$ cat src/rtl/vga_frame_reader.sv
// Display-side frame-buffer reader: 640x480@60 raster timing, linear read address
// generation, and a 3-stage alignment so colour, sync, de and frame_start reach the pins together.
module vga_frame_reader #(
  parameter int H_ACTIVE = 640,
  parameter int H_FP     = 16,
  parameter int H_SYNC   = 96,
  parameter int H_BP     = 48,
  parameter int V_ACTIVE = 480,
  parameter int V_FP     = 10,
  parameter int V_SYNC   = 2,
  parameter int V_BP     = 33,
  parameter int ADDR_W   = 19,
  parameter int DATA_W   = 12
) (
  input  logic              clk,
  input  logic              rst_n,
  output logic              rd_en,
  output logic [ADDR_W-1:0] rd_addr,
  input  logic [DATA_W-1:0] fb_data,
  output logic [3:0]        vga_r,
  output logic [3:0]        vga_g,
  output logic [3:0]        vga_b,
  output logic              vga_hs,
  output logic              vga_vs,
  output logic              vga_de,
  output logic              frame_start
);

  localparam int H_TOTAL  = H_ACTIVE + H_FP + H_SYNC + H_BP;
  localparam int V_TOTAL  = V_ACTIVE + V_FP + V_SYNC + V_BP;
  localparam int HW       = $clog2(H_TOTAL);
  localparam int VW       = $clog2(V_TOTAL);
  localparam int HS_FIRST = H_ACTIVE + H_FP;
  localparam int HS_LAST  = H_ACTIVE + H_FP + H_SYNC - 1;
  localparam int VS_FIRST = V_ACTIVE + V_FP;
  localparam int VS_LAST  = V_ACTIVE + V_FP + V_SYNC - 1;
  localparam int DEPTH    = 3;

  typedef struct packed {
    logic first;
    logic vs;
    logic hs;
    logic vis;
  } tap_t;

  localparam tap_t TAP_IDLE = '{first: 1'b0, vs: 1'b1, hs: 1'b1, vis: 1'b0};

  logic [HW-1:0]     h_cnt;
  logic [VW-1:0]     v_cnt;
  logic [ADDR_W-1:0] pix_cnt;
  logic              h_last;
  logic              v_last;
  logic              visible;
  tap_t              tap_in;
  tap_t              tap [DEPTH];
  logic [DATA_W-1:0] rgb;

  assign h_last  = (h_cnt == HW'(H_TOTAL - 1));
  assign v_last  = (v_cnt == VW'(V_TOTAL - 1));
  assign visible = (h_cnt < HW'(H_ACTIVE)) && (v_cnt < VW'(V_ACTIVE));

  always_comb begin
    tap_in       = TAP_IDLE;
    tap_in.vis   = visible;
    tap_in.hs    = !((h_cnt >= HW'(HS_FIRST)) && (h_cnt <= HW'(HS_LAST)));
    tap_in.vs    = !((v_cnt >= VW'(VS_FIRST)) && (v_cnt <= VW'(VS_LAST)));
    tap_in.first = (h_cnt == '0) && (v_cnt == '0);
  end

  // Stage 0: raster counters plus a running pixel index that replaces v*H_ACTIVE+h.
  always_ff @(posedge clk) begin
    if (!rst_n) begin
      h_cnt   <= '0;
      v_cnt   <= '0;
      pix_cnt <= '0;
    end else begin
      h_cnt <= h_last ? '0 : h_cnt + 1'b1;
      if (h_last)
        v_cnt <= v_last ? '0 : v_cnt + 1'b1;
      if (h_last && v_last)
        pix_cnt <= '0;
      else if (visible)
        pix_cnt <= pix_cnt + 1'b1;
    end
  end

  // Stage 1: buffer request; the address only moves on visible cycles.
  always_ff @(posedge clk) begin
    if (!rst_n) begin
      rd_en   <= 1'b0;
      rd_addr <= '0;
    end else begin
      rd_en <= visible;
      if (visible)
        rd_addr <= pix_cnt;
    end
  end

  // Timing taps travel alongside the read; tap[DEPTH-1] lines up with the registered colour.
  always_ff @(posedge clk) begin
    if (!rst_n) begin
      for (int i = 0; i < DEPTH; i++)
        tap[i] <= TAP_IDLE;
    end else begin
      tap[0] <= tap_in;
      for (int i = 1; i < DEPTH; i++)
        tap[i] <= tap[i-1];
    end
  end

  always_ff @(posedge clk) begin
    if (!rst_n)
      rgb <= '0;
    else
      rgb <= tap[DEPTH-2].vis ? fb_data : '0;
  end

  assign vga_r       = rgb[11:8];
  assign vga_g       = rgb[7:4];
  assign vga_b       = rgb[3:0];
  assign vga_de      = tap[DEPTH-1].vis;
  assign vga_hs      = tap[DEPTH-1].hs;
  assign vga_vs      = tap[DEPTH-1].vs;
  assign frame_start = tap[DEPTH-1].first;

endmodule

$ cat config.mk
export PLATFORM = sky130hd
export DESIGN_NAME = vga_frame_reader
export DESIGN_NICKNAME = d
export VERILOG_FILES = /design/src/rtl/vga_frame_reader.sv
export SDC_FILE = /design/constraint.sdc
export NUM_CORES = 1
export LEC_CHECK = 0
export CAP_MARGIN = 20
export CELL_PAD_IN_SITES_DETAIL_PLACEMENT = 1
export CELL_PAD_IN_SITES_GLOBAL_PLACEMENT = 1
export CORE_ASPECT_RATIO = 2
export CORE_UTILIZATION = 42
export CTS_BUF_LIST = sky130_fd_sc_hd__clkbuf_2 sky130_fd_sc_hd__clkbuf_4 sky130_fd_sc_hd__clkbuf_8
export DETAILED_ROUTE_END_ITERATION = 6
export PLACE_DENSITY_LB_ADDON = 0.15
export SLEW_MARGIN = 10
export SYNTH_ARGS = -nofsm -noshare
export SYNTH_HDL_FRONTEND = slang
export SYNTH_SLANG_ARGS = --single-unit
$ cat constraint.sdc
create_clock -name clk -period 2.6 [get_ports clk]
set_input_delay 0.39 -clock clk [delete_from_list [all_inputs] [get_ports clk]]
set_output_delay 0.39 -clock clk [all_outputs]
set_load 0.05 [all_outputs]
## After elaboration in Yosys (flattened, before gate mapping)

Memory sizes are Yosys's and may differ from the RTL's.
Cells that the tools add are included.
Widths: inputs -> output; s select.

| storage, ports and cells | value |
|---|---|
| bits in registers | 71 |
| latch bits | 0 |
| bits in writable memories | 12 |
| ROM bits | 0 |
| input port bits | 14 |
| word-level logic and storage cells | 40 |
| memories | 1 |

Memory list:

| memory | words | bits a word | read ports | clocked after Yosys merged registers in | wr ports | RTL line | RTL |
|---|---|---|---|---|---|---|---|
| tap | 3 | 4 | 3 | 0 | 3 | 55 | `tap_t tap [DEPTH];` |

| cells by class | value |
|---|---|
| add/sub/neg operators | 3 |
| multiply operators | 0 |
| divide/modulo/power cells | 0 |
| order comparisons | 6 |
| equality and inequality tests | 2 |
| shift operators | 0 |
| muxes and demuxes | 6 |
| bitwise gates (word level) | 4 |
| reduce and logical (&&, ||, !) cells | 12 |

Operators with widths:

| operator | number |
|---|---|
| $add 10x1->10 const B | 2 |
| $eq 10x10->1 const B | 2 |
| $logic_not 10->1 | 2 |
| $add 19x1->19 const B | 1 |
| $mux 4 | 3 |
| $ge 10x10->1 const B | 1 |
| $ge 10x9->1 const B | 1 |
| $le 10x10->1 const B | 1 |
| $le 10x9->1 const B | 1 |
| $lt 10x10->1 const B | 1 |
| $lt 10x9->1 const B | 1 |
| $mux 10 | 1 |
| $logic_and 1x1->1 | 5 |
| $reduce_or 2->1 | 2 |
| $or 1x1->1 | 3 |
| $logic_not 1->1 | 2 |
| $mux 1 | 2 |
| $reduce_and 2->1 | 1 |
| $not 1->1 | 1 |

## Longest topological paths before layout

| depth | value |
|---|---|
| depth after elaboration | 4 |
| mapped depth | 7 |
| depth with buffers taken out | 6 |

## Least setup slack after synthesis

Ideal clock, no wire load.

| timing | value |
|---|---|
| kind | register to register |
| start point | reg h_cnt[0] |
| end point | reg v_cnt[8] |
| setup time | 66 ps |
| data arrival time | 1905 ps |
| slack | 629 ps |
| stages on the path, launching flop included | 7 |
| path buffers | 1 |
| path through | dfxtp_1 > ha_1 > nand3_1 > or3_4 > buf_6 > or4_4 > a21oi_2 |

| between the ends | value |
|---|---|
| cells in the longest elaborated chain, start to end | 1 |

Ends and longest elaborated chain:

| item | RTL line | RTL |
|---|---|---|
| start, declared | 48 | `logic [HW-1:0] h_cnt;` |
| start signal, assigned | 77 | `h_cnt <= h_last ? '0 : h_cnt + 1'b1;` |
| $eq 10x10->1 | 58 | `assign h_last = (h_cnt == HW'(H_TOTAL - 1));` |
| end signal, assigned | 79 | `v_cnt <= v_last ? '0 : v_cnt + 1'b1;` |
| end, declared | 49 | `logic [VW-1:0] v_cnt;` |

Every way passes these cells.
A chain may end at the register's enable or synchronous reset.

## Final worst setup path

| timing | value |
|---|---|
| start point | reg h_cnt[0] |
| end point | reg v_cnt[9] |

Same word-level chain as after synthesis.

==> flow_summary.ini <==
[drt]
avgViaCountPerCell = 5.44
drc = 0
dr_total_vias = 2743
wl_per_cell_um = 16.3
drtAntennaViolNets = 0
drt-total-wl_mm = 8.19
initialDrtViolationCount = 114
drt_pass1_iterations = 4

[synth]
yosysTopAreaCell = dfxtp_1
synth-seq-cells = 82
synth_common_cells = dfxtp_1, nand2_1, a21boi_0
synth_edf_count = 0
ys_dominant_reg_cell = dfxtp_1
avgSynthCellArea_um2 = 9.07
synth.area.mux_share_pct = 0
synth_adder_area_share_pct = 1.91
synth-compound-area-share_pct = 11.6
yosys_warnings = 0
synth_area_leaders = dfxtp_1, nand2_1, a21boi_0
synth-xor-area-share_pct = 4.81
synth_top_family_by_area = simple AND/OR/NAND/NOR gates
async_flop_share_pct = 0
synth_cell_types = 38
synthMostInstantiatedCell = dfxtp_1
synth-simple-area-share_pct = 28.0
ys_seq_area_share_pct = 50.1
synthesis.nets = 380
synth_top_area_share_pct = 50.1
syn_area_mm2 = 0.00327
syn_inst = 361

[clock_tree]
cts_hold_buf = 0
worstSkewPairLatency_ns = 0.36
cts_setup_buffers = 0
clk_pin_slew_ns = 0.08
clockRootBuffer = clkbuf_8
clockBufferDepth = 2
clock-sinks = 82
cts_resized = 0
cts_tree = done
h-tree-depth = 3
cts_made_buffers = 9

[pwr]
vdd_ir_drop_max_uv = 403
leakage_uw = 0.00140
power_density_mw_per_mm2 = 608
power_uw = 2470

[critical_path]
endpoint_kind = flop
slowest_delay_ns = 0.68
path_cells = ha_1 -> nand3_1 -> or4_1 -> or3_1 -> a21oi_1
crit_type = flop to flop
cp-start-kind = flop
crit_slowest_cell = or4_1
arrival_ns = 2.46
path_max_fanout = 10
cp_data_required_time_ns = 2.89

[finish]
fill_cells = 903
diodes = 0
drive_above_1_share_pct = 6.83
multi_input_area_mm2 = 0.00152
syn_to_final_growth_pct = 24.0
utilization_pct = 53.8
nNetsFinal = 425
ff_latch_area_mm2 = 0.00164

[timing]
hold_violations = 0
slew_viol_final = 0
finalCritPeriodShare_pct = 83.4
max_freq_mhz = 461
fin_tns_setup_ns = 0
worstMarginPinSlew_ns = 0.548
rsz0062_at_grt = false
final-setup-viol-count = 0
fin_skew_ns = 0.00707
max_slew_margin_pct = 63.3
period_minus_slack_ns = 2.17

[floorplanning]
start_util_pct = 43.4
ioPinCount = 50
core_mm2 = 0.00754
rows = 45
die_h_um = 127
dieArea_mm2 = 0.00817
fp.dieW_um = 64.4

[grt]
grt_pass1_wl_mm = 13.8
grt_pass1_vias = 3011
grt-ovfl-total = 0
antenna_found_initial = 0
grt_max_degree = 30
track_usage_pct = 22.3

[placement]
dp_hpwl_mm = 5.95
port_buffers = 49
place.gp.congestion = 0.809

[hold_path]
hp-class = flop to flop

[job]
cap_violations = 0

[outcome]
outcome = complete, no violations
==> cells by family after synthesis <==
family / Yosys count
AOI/OAI and AO/OA: 58
xor gates and xnor gates: 18
adders and majority gates: 5
buffers and inverters: 27
DFF: 82
and+or+nand+nor: 171
==> sequential cells by signal, summed over array words and instances (netlist names) <==
| name | count |
|---|---|
| rd_addr | 19 |
| h_cnt | 10 |
| rgb | 12 |
| tap | 12 |
| v_cnt | 10 |
| pix_cnt | 19 |
==> worst max-delay path: cells and delay by family, from the launching register on <==
family	cells	cell delay (ns)
AND/OR/NAND/NOR	3	1.35
AO/OA/AOI/OAI	1	0.14
adder cells (fa/ha/maj)	1	0.21
flip-flops	1	0.40
==> cells in the final DEF, fill, tap and decap left out, types with 10 or more instances in the layout <==
master and n:
o31ai_1 10, dfxtp_1 82, and3_1 14, a21boi_0 22, xnor2_1 11, nand2_1 56, clkdlybuf4s50_1 49, nand4_1 10
nand3_1 10, clkbuf_8 11, nor2_1 21, a21oi_1 15
==> power by group <==
part | leakage, µW | switching [µW] | internal (µW)
logic | 0.000620 | 73.0 | 57.0
registers | 0.000664 | 15.4 | 1280
clock network | 0.000117 | 439 | 610
==> layer usage <==
| metal | share of wire, % | track usage, % | wire, µm | up-vias |
|---|---|---|---|---|
| li1 | - | - | - | 1344 |
| met1 | 34 | 19.2 | 2800 | 1328 |
| met2 | 60 | 43.8 | 4910 | 44 |
| met3 | 2.0 | 4.32 | 161 | 27 |
| met4 | 3.9 | 15.0 | 318 | 0 |
| met5 | 0 | 0 | 0 | - |
==> area by class of cell <==
type | count | area share, %
sequential | 82 | 40.4
multi-input combinational | 252 | 37.5
timing repair buffer | 54 | 13.0
clock buffer | 13 | 4.10
tap | 94 | 2.90
clock inverter | 2 | 1.48
inverter | 7 | 0.647
==> through the flow <==
stage	instances	instance area [µm²]	worst slack (ns)	hold slack (ns)
after floorplan	361	3270	0.629	0.386
after detailed placement	489	3830	0.450	0.393
after CTS	504	4060	0.427	0.413
after global placement	489	3830	0.572	0.396
after global routing	504	4060	0.249	0.423
final	504	4060	0.432	0.410
==> final timing paths <==
kind / startpoint / to / slack [ns] / depth (start not counted)
max: h_cnt[0] / v_cnt[9] / 0.43 / 5
max reg2reg: h_cnt[0] / v_cnt[9] / 0.43 / 5
min reg2reg: tap[0][5] / tap[0][9] / 0.41 / 1
min: tap[0][5] / tap[0][9] / 0.41 / 1
(Power assumes the default switching activity.)
